==> src/rtl/uart_pkg.sv <==
// Shared UART definitions used by both the transmit and receive sides.
package uart_pkg;

  localparam int UART_DATA_BITS  = 8;
  localparam int UART_OVERSAMPLE = 8;

  typedef enum logic [1:0] {
    IDLE,
    START,
    DATA,
    STOP
  } txState_t;

  // Selects what the registered tx line shows next cycle.
  typedef enum logic [1:0] {
    SEL_IDLE,
    SEL_START,
    SEL_DATA,
    SEL_STOP
  } txSel_t;

  // Line level for a given selector; data bits come from the shift register LSB.
  function automatic logic lineLevel(input txSel_t sel, input logic dataBit);
    logic level;
    level = 1'b1;
    case (sel)
      SEL_START: level = 1'b0;
      SEL_DATA:  level = dataBit;
      default:   level = 1'b1;
    endcase
    return level;
  endfunction

endpackage

==> src/rtl/uart_tx_fsm.sv <==
// Frame sequencer for the UART transmitter: state, tick and bit counters.
// Produces the load/shift strobes and the line selector for the datapath.
module uart_tx_fsm
  import uart_pkg::*;
#(
  parameter int DATA_BITS  = UART_DATA_BITS,
  parameter int OVERSAMPLE = UART_OVERSAMPLE,
  parameter int STOP_BITS  = 1
) (
  input  logic   clk,
  input  logic   arst,
  input  logic   brTick8x,
  input  logic   holdFull,
  output logic   loadEn,
  output logic   shiftEn,
  output txSel_t txSel,
  output logic   txBusy
);

  localparam int TICK_W  = $clog2(OVERSAMPLE);
  localparam int BIT_MAX = (DATA_BITS > STOP_BITS) ? DATA_BITS : STOP_BITS;
  localparam int BIT_W   = (BIT_MAX > 1) ? $clog2(BIT_MAX) : 1;

  localparam logic [TICK_W-1:0] TICK_LAST = TICK_W'(OVERSAMPLE - 1);
  localparam logic [BIT_W-1:0]  DATA_LAST = BIT_W'(DATA_BITS - 1);
  localparam logic [BIT_W-1:0]  STOP_LAST = BIT_W'(STOP_BITS - 1);

  txState_t          state;
  logic [TICK_W-1:0] tickCnt;
  logic [BIT_W-1:0]  bitCnt;
  logic              bitEnd;

  // A bit period ends on the tick that wraps the oversample counter.
  assign bitEnd  = brTick8x && (tickCnt == TICK_LAST);
  // Frames only start on a tick so the start bit is a full period long.
  assign loadEn  = (state == IDLE) && holdFull && brTick8x;
  assign shiftEn = (state == DATA) && bitEnd;

  // Frame sequencing: counters advance on ticks, state moves on bit ends.
  always_ff @(posedge clk) begin
    if (arst) begin
      state   <= IDLE;
      tickCnt <= '0;
      bitCnt  <= '0;
      txSel   <= SEL_IDLE;
      txBusy  <= 1'b0;
    end else begin
      if (brTick8x) begin
        tickCnt <= bitEnd ? '0 : tickCnt + TICK_W'(1);
      end
      case (state)
        IDLE: begin
          if (loadEn) begin
            state   <= START;
            tickCnt <= '0;
            bitCnt  <= '0;
            txSel   <= SEL_START;
            txBusy  <= 1'b1;
          end
        end
        START: begin
          if (bitEnd) begin
            state  <= DATA;
            bitCnt <= '0;
            txSel  <= SEL_DATA;
          end
        end
        DATA: begin
          if (bitEnd) begin
            if (bitCnt == DATA_LAST) begin
              state  <= STOP;
              bitCnt <= '0;
              txSel  <= SEL_STOP;
            end else begin
              bitCnt <= bitCnt + BIT_W'(1);
            end
          end
        end
        STOP: begin
          if (bitEnd) begin
            if (bitCnt == STOP_LAST) begin
              state  <= IDLE;
              bitCnt <= '0;
              txSel  <= SEL_IDLE;
              txBusy <= 1'b0;
            end else begin
              bitCnt <= bitCnt + BIT_W'(1);
            end
          end
        end
        default: begin
          state  <= IDLE;
          txSel  <= SEL_IDLE;
          txBusy <= 1'b0;
        end
      endcase
    end
  end

endmodule

==> src/rtl/uart_tx_serializer.sv <==
// UART transmitter: one-entry holding register in front of an 8N1 serializer.
// The datapath (holding/shift registers, tx flop) lives here; sequencing is in uart_tx_fsm.
module uart_tx_serializer
  import uart_pkg::*;
#(
  parameter int DATA_BITS  = UART_DATA_BITS,
  parameter int OVERSAMPLE = UART_OVERSAMPLE,
  parameter int STOP_BITS  = 1
) (
  input  logic                 clk,
  input  logic                 arst,
  input  logic                 brTick8x,
  input  logic [DATA_BITS-1:0] txData,
  input  logic                 txValid,
  output logic                 txReady,
  output logic                 tx,
  output logic                 txBusy
);

  logic [DATA_BITS-1:0] holdReg;
  logic                 holdFull;
  logic [DATA_BITS-1:0] shiftReg;
  logic                 loadEn;
  logic                 shiftEn;
  txSel_t               txSel;

  assign txReady = !holdFull;

  uart_tx_fsm #(
    .DATA_BITS (DATA_BITS),
    .OVERSAMPLE(OVERSAMPLE),
    .STOP_BITS (STOP_BITS)
  ) txFsm (
    .clk     (clk),
    .arst    (arst),
    .brTick8x(brTick8x),
    .holdFull(holdFull),
    .loadEn  (loadEn),
    .shiftEn (shiftEn),
    .txSel   (txSel),
    .txBusy  (txBusy)
  );

  // Holding register: filled by the handshake, drained when a frame starts.
  // Fill and drain can never coincide because they need opposite holdFull values.
  always_ff @(posedge clk) begin
    if (arst) begin
      holdReg  <= '0;
      holdFull <= 1'b0;
    end else if (txValid && txReady) begin
      holdReg  <= txData;
      holdFull <= 1'b1;
    end else if (loadEn) begin
      holdFull <= 1'b0;
    end
  end

  // Shift register: loaded at frame start, shifted right once per data bit (LSB first).
  always_ff @(posedge clk) begin
    if (arst) begin
      shiftReg <= '0;
    end else if (loadEn) begin
      shiftReg <= holdReg;
    end else if (shiftEn) begin
      shiftReg <= shiftReg >> 1;
    end
  end

  // Registered line driver so tx is glitch-free; it lags the state by one clock.
  always_ff @(posedge clk) begin
    if (arst) begin
      tx <= 1'b1;
    end else begin
      tx <= lineLevel(txSel, shiftReg[0]);
    end
  end

endmodule

==> config.mk <==
export PLATFORM = sky130hd
export DESIGN_NAME = uart_tx_serializer
export DESIGN_NICKNAME = d
export VERILOG_FILES = /design/src/rtl/uart_pkg.sv /design/src/rtl/uart_tx_fsm.sv /design/src/rtl/uart_tx_serializer.sv
export SDC_FILE = /design/constraint.sdc
export NUM_CORES = 1
export LEC_CHECK = 0
export ABC_CLOCK_PERIOD_IN_PS = 1800
export CORE_AREA = 2 2 57 59
export CTS_BUF_LIST = sky130_fd_sc_hd__clkbuf_4
export CTS_CLUSTER_SIZE = 30
export DETAILED_ROUTE_END_ITERATION = 16
export DIE_AREA = 0 0 59 61
export PLACE_DENSITY = 0.79
export SYNTH_ARGS = -nofsm -noshare
export SYNTH_HDL_FRONTEND = slang
export SYNTH_SLANG_ARGS = --single-unit
==> constraint.sdc <==
create_clock -name clk -period 1.8 [get_ports clk]
set_input_delay 0.45 -clock clk [delete_from_list [all_inputs] [get_ports clk]]
set_output_delay 0.45 -clock clk [all_outputs]
set_load 0.05 [all_outputs]
==> flow_metrics.py <==
metrics = {
    "run_status": {
        "status": "finished clean",
    },
    "timing": {
        "finalCritPeriodShare": 0.984,
        "worst_slew_margin_rel": 0.723,
        "fin_skew_ns": 0.00756,
        "hold_viol": 0,
        "final.min_clock_period_ns": 1.77,
        "fmax_mhz": 565,
        "tightest_slew_ns": 0.406,
        "fin_setup_tns_ns": 0,
        "finalSetupViolCount": 0,
        "rsz0062_at_grt": "yes",
        "maxSlewViolCount": 0,
    },
    "drt": {
        "drtAntennaViolNets": 0,
        "drc": 0,
        "viasPerCell": 5.17,
        "drt-total-wl_um": 2530,
        "initialDrtViolationCount": 24,
        "dr.pass1.iters": 4,
        "vias": 1044,
        "wl_per_cell_um": 12.5,
    },
    "power_and_ir_drop": {
        "switching_share": 0.332,
        "internal_power_mw": 1.01,
        "power_frac_comb": 0.350,
        "pwr-share-seq": 0.474,
        "vdd_drop_max_mv": 0.445,
        "powerDensity_nw_per_um2": 925,
        "power.leakage_nw": 0.685,
        "totalPowerFinal_mw": 1.51,
        "clkPwrFrac": 0.177,
        "netSwitchingPower_mw": 0.500,
    },
    "setup_path": {
        "crit_family": "compound AO/OA/AOI/OAI gates",
        "cp_max_fo": 5,
        "cp_data_arrival_time_ns": 2.02,
        "r2r_end": "txFsm.txSel[1]",
        "worst-path-buf-inv": 0,
        "crit_slowest_cell": "or4b_1",
        "cp-startpoint": "txFsm.txSel[0]",
        "r2r_slack_ns": 0.03,
        "rr_startpoint": "txFsm.txSel[0]",
        "critPathKind": "flop to flop",
        "worstSetupStartpointType": "flop",
        "r2r_cells": 5,
        "crit_chain": "ha_1 > a21boi_2 > a211o_4 > or4b_1 > o31ai_1",
        "max_stage_delay_ns": 0.51,
        "required_ns": 2.05,
        "end_kind": "flop",
    },
    "global_route": {
        "grt_remaining_overflow": 0,
        "grt_usage": 0.163,
        "grt_pass1_wl_um": 4440,
        "grt_max_degree": 28,
        "grt_pass1_vias": 1057,
        "antenna_found_initial": 0,
    },
    "floorplan": {
        "die-area_sq_um": 3600,
        "core.rowCount": 20,
        "die_w_um": 59,
        "die_y_um": 61,
        "ioPinCount": 15,
        "coreArea_sq_um": 2950,
        "initial_core_util": 0.438,
    },
    "clocking": {
        "cts_tree": "done",
        "clock_latency_ns": 0.33,
        "cts_setup_buffers": 0,
        "cts_inserted_buffers": 3,
        "hold_buffers": 0,
        "clk_pin_slew_worst_paths_ns": 0.15,
        "clock-sinks": 27,
        "htreeDepth": 1,
        "clockBufferDepth": 2,
        "cts-root-buf": "clkbuf_4",
    },
    "final_layout": {
        "final_common_cell": "dfxtp_1",
        "drive_gt1_frac": 0.231,
        "fin_nets": 192,
        "area_growth_pct": 26.1,
        "antenna_cells": 0,
        "final_cell_mix": "23 x dfxtp_1, 22 x nor2_1, 20 x buf_4, 13 x mux2i_1",
    },
    "synth": {
        "ys_types": 34,
        "synth-seq-area-share": 0.418,
        "ys_ff_latch": 27,
        "yosys_warnings": 0,
        "syn_inst": 142,
        "netlist_area_sq_um": 1290,
        "syn-num-nets": 164,
        "avgSynthCellArea_sq_um": 9.11,
    },
    "worst_hold_path": {
        "min_path_cells": 2,
        "hold_path.class": "flop to flop",
        "holdPathEnd": "shiftReg[7]",
        "hold_path_startpoint": "holdReg[7]",
    },
    "placement": {
        "io_buffers": 14,
        "routabilityCongestion": 0.809,
        "dpl.hpwl_um": 2010,
    },
    "run": {
        "cap_viol_max_count": 0,
    },
}
[kinds of logic (layout without fill, tap and decap cells)]
group / after synthesis / after routing / synth area share
adders and majority gates: 10 / 10 / 0.0967
AOI/OAI and AO/OA: 23 / 23 / 0.133
muxes: 14 / 14 / 0.109
buffers and inverters: 17 / 44 / 0.0580
DFF: 27 / 27 / 0.418
and+or+nand+nor: 51 / 51 / 0.185
[flip-flops by register name (all words and copies together) (netlist names)]
name / flops
txFsm.txBusy: 1
holdFull: 1
shiftReg: 8
holdReg: 8
txFsm.txSel: 2
tx: 1
txFsm.tickCnt: 3
txFsm.bitCnt: 3
[power groups by stage]
stage	Sequential, mW	Clock, mW	Combinational (mW)
final	0.714	0.267	0.527
after CTS	0.710	0.278	0.507
after global placement	0.717	0	0.476
after detailed placement	0.723	0	0.503
after global routing	0.725	0.304	0.586
after floorplan	0.747	0	0.298
[what timing repair did]
item	in CTS	in global routing
cloned	0	0
setup endpoints to repair	2	5
gates resized for setup	4	10
[layer usage]
| layer | part of all wire | GRT usage | vias up | wire, um |
|---|---|---|---|---|
| met3 | 0.028 | 0.0192 | 2 | 71 |
| met1 | 0.46 | 0.199 | 481 | 1170 |
| li1 | - | - | 548 | - |
| met2 | 0.50 | 0.289 | 13 | 1270 |
| met4 | 0.0071 | 0.0682 | 0 | 18 |
| met5 | 0 | 0 | - | 0 |
[cell usage after synthesis]
library cell / count / area (sq um)
o21ai_0: 1 / 5.00
a2bb2oi_1: 1 / 8.76
a22oi_1: 1 / 7.51
nand2b_1: 2 / 12.5
and3_1: 1 / 6.26
nand2_1: 10 / 37.5
a211oi_1: 4 / 30.0
or3b_1: 1 / 8.76
a311oi_1: 3 / 26.3
inv_1: 9 / 33.8
or4b_1: 1 / 10.0
buf_6: 1 / 11.3
nand3_1: 2 / 10.0
nor2b_1: 1 / 6.26
mux2_2: 1 / 11.3
mux2i_1: 13 / 130
a211o_4: 1 / 17.5
nor3_1: 6 / 30.0
a21oi_1: 6 / 30.0
buf_4: 1 / 7.51
buf_1: 1 / 3.75
nor2_1: 22 / 82.6
o31ai_1: 2 / 15.0
ha_1: 10 / 125
clkbuf_1: 5 / 18.8
nor4_1: 2 / 12.5
nor3b_1: 1 / 7.51
dfxtp_1: 27 / 541
a22o_2: 1 / 10.0
or4_1: 1 / 7.51
nand3b_1: 1 / 7.51
a2111oi_0: 1 / 8.76
a21boi_0: 1 / 7.51
o22ai_1: 1 / 6.26
[worst reg2reg max path, delay by kind of cell, from the launching register on]
family | cells | cell delay (ns)
flip-flops | 1 | 0.39
AND/OR/NAND/NOR | 1 | 0.51
AO/OA/AOI/OAI | 3 | 0.58
adder cells (fa/ha/maj) | 1 | 0.21
[metrics by stage]
stage	instance area [sq um]	instances	util	setup WS (ns)	hold WS, ns
after floorplan	1290	142	-	0.00376	0.436
after global placement	1560	198	0.527	-0.265	0.452
after detailed placement	1560	198	0.527	-0.306	0.456
after CTS	1590	202	0.540	0.00148	0.477
after global routing	1630	202	0.553	-0.0401	0.510
final	1630	202	0.553	0.0291	0.477
[how the worst max path moves through the flow]
| stage | endpoint | slack (ns) | depth (start not counted) |
|---|---|---|---|
| floorplan | txFsm.txSel[0] | 0.004 | 6 |
| global placement | txFsm.txSel[0] | -0.26 | 5 |
| detailed placement | txFsm.txSel[0] | -0.31 | 5 |
| CTS | txFsm.txSel[0] | 0.001 | 6 |
| global route | txFsm.txSel[1] | -0.04 | 6 |
| finish | txFsm.txSel[1] | 0.03 | 5 |
[final cells by class]
cell class                      count  area (sq um)
Clock inverter                      1          7.51
Inverter                            9          36.3
Timing Repair Buffer               31           263
Tap cell                           33          41.3
Sequential cell                    27           548
Fill cell                         276          1320
Multi-Input combinational cell     98           713
Clock buffer                        3          22.5
Power figures use the tool's default switching activity.
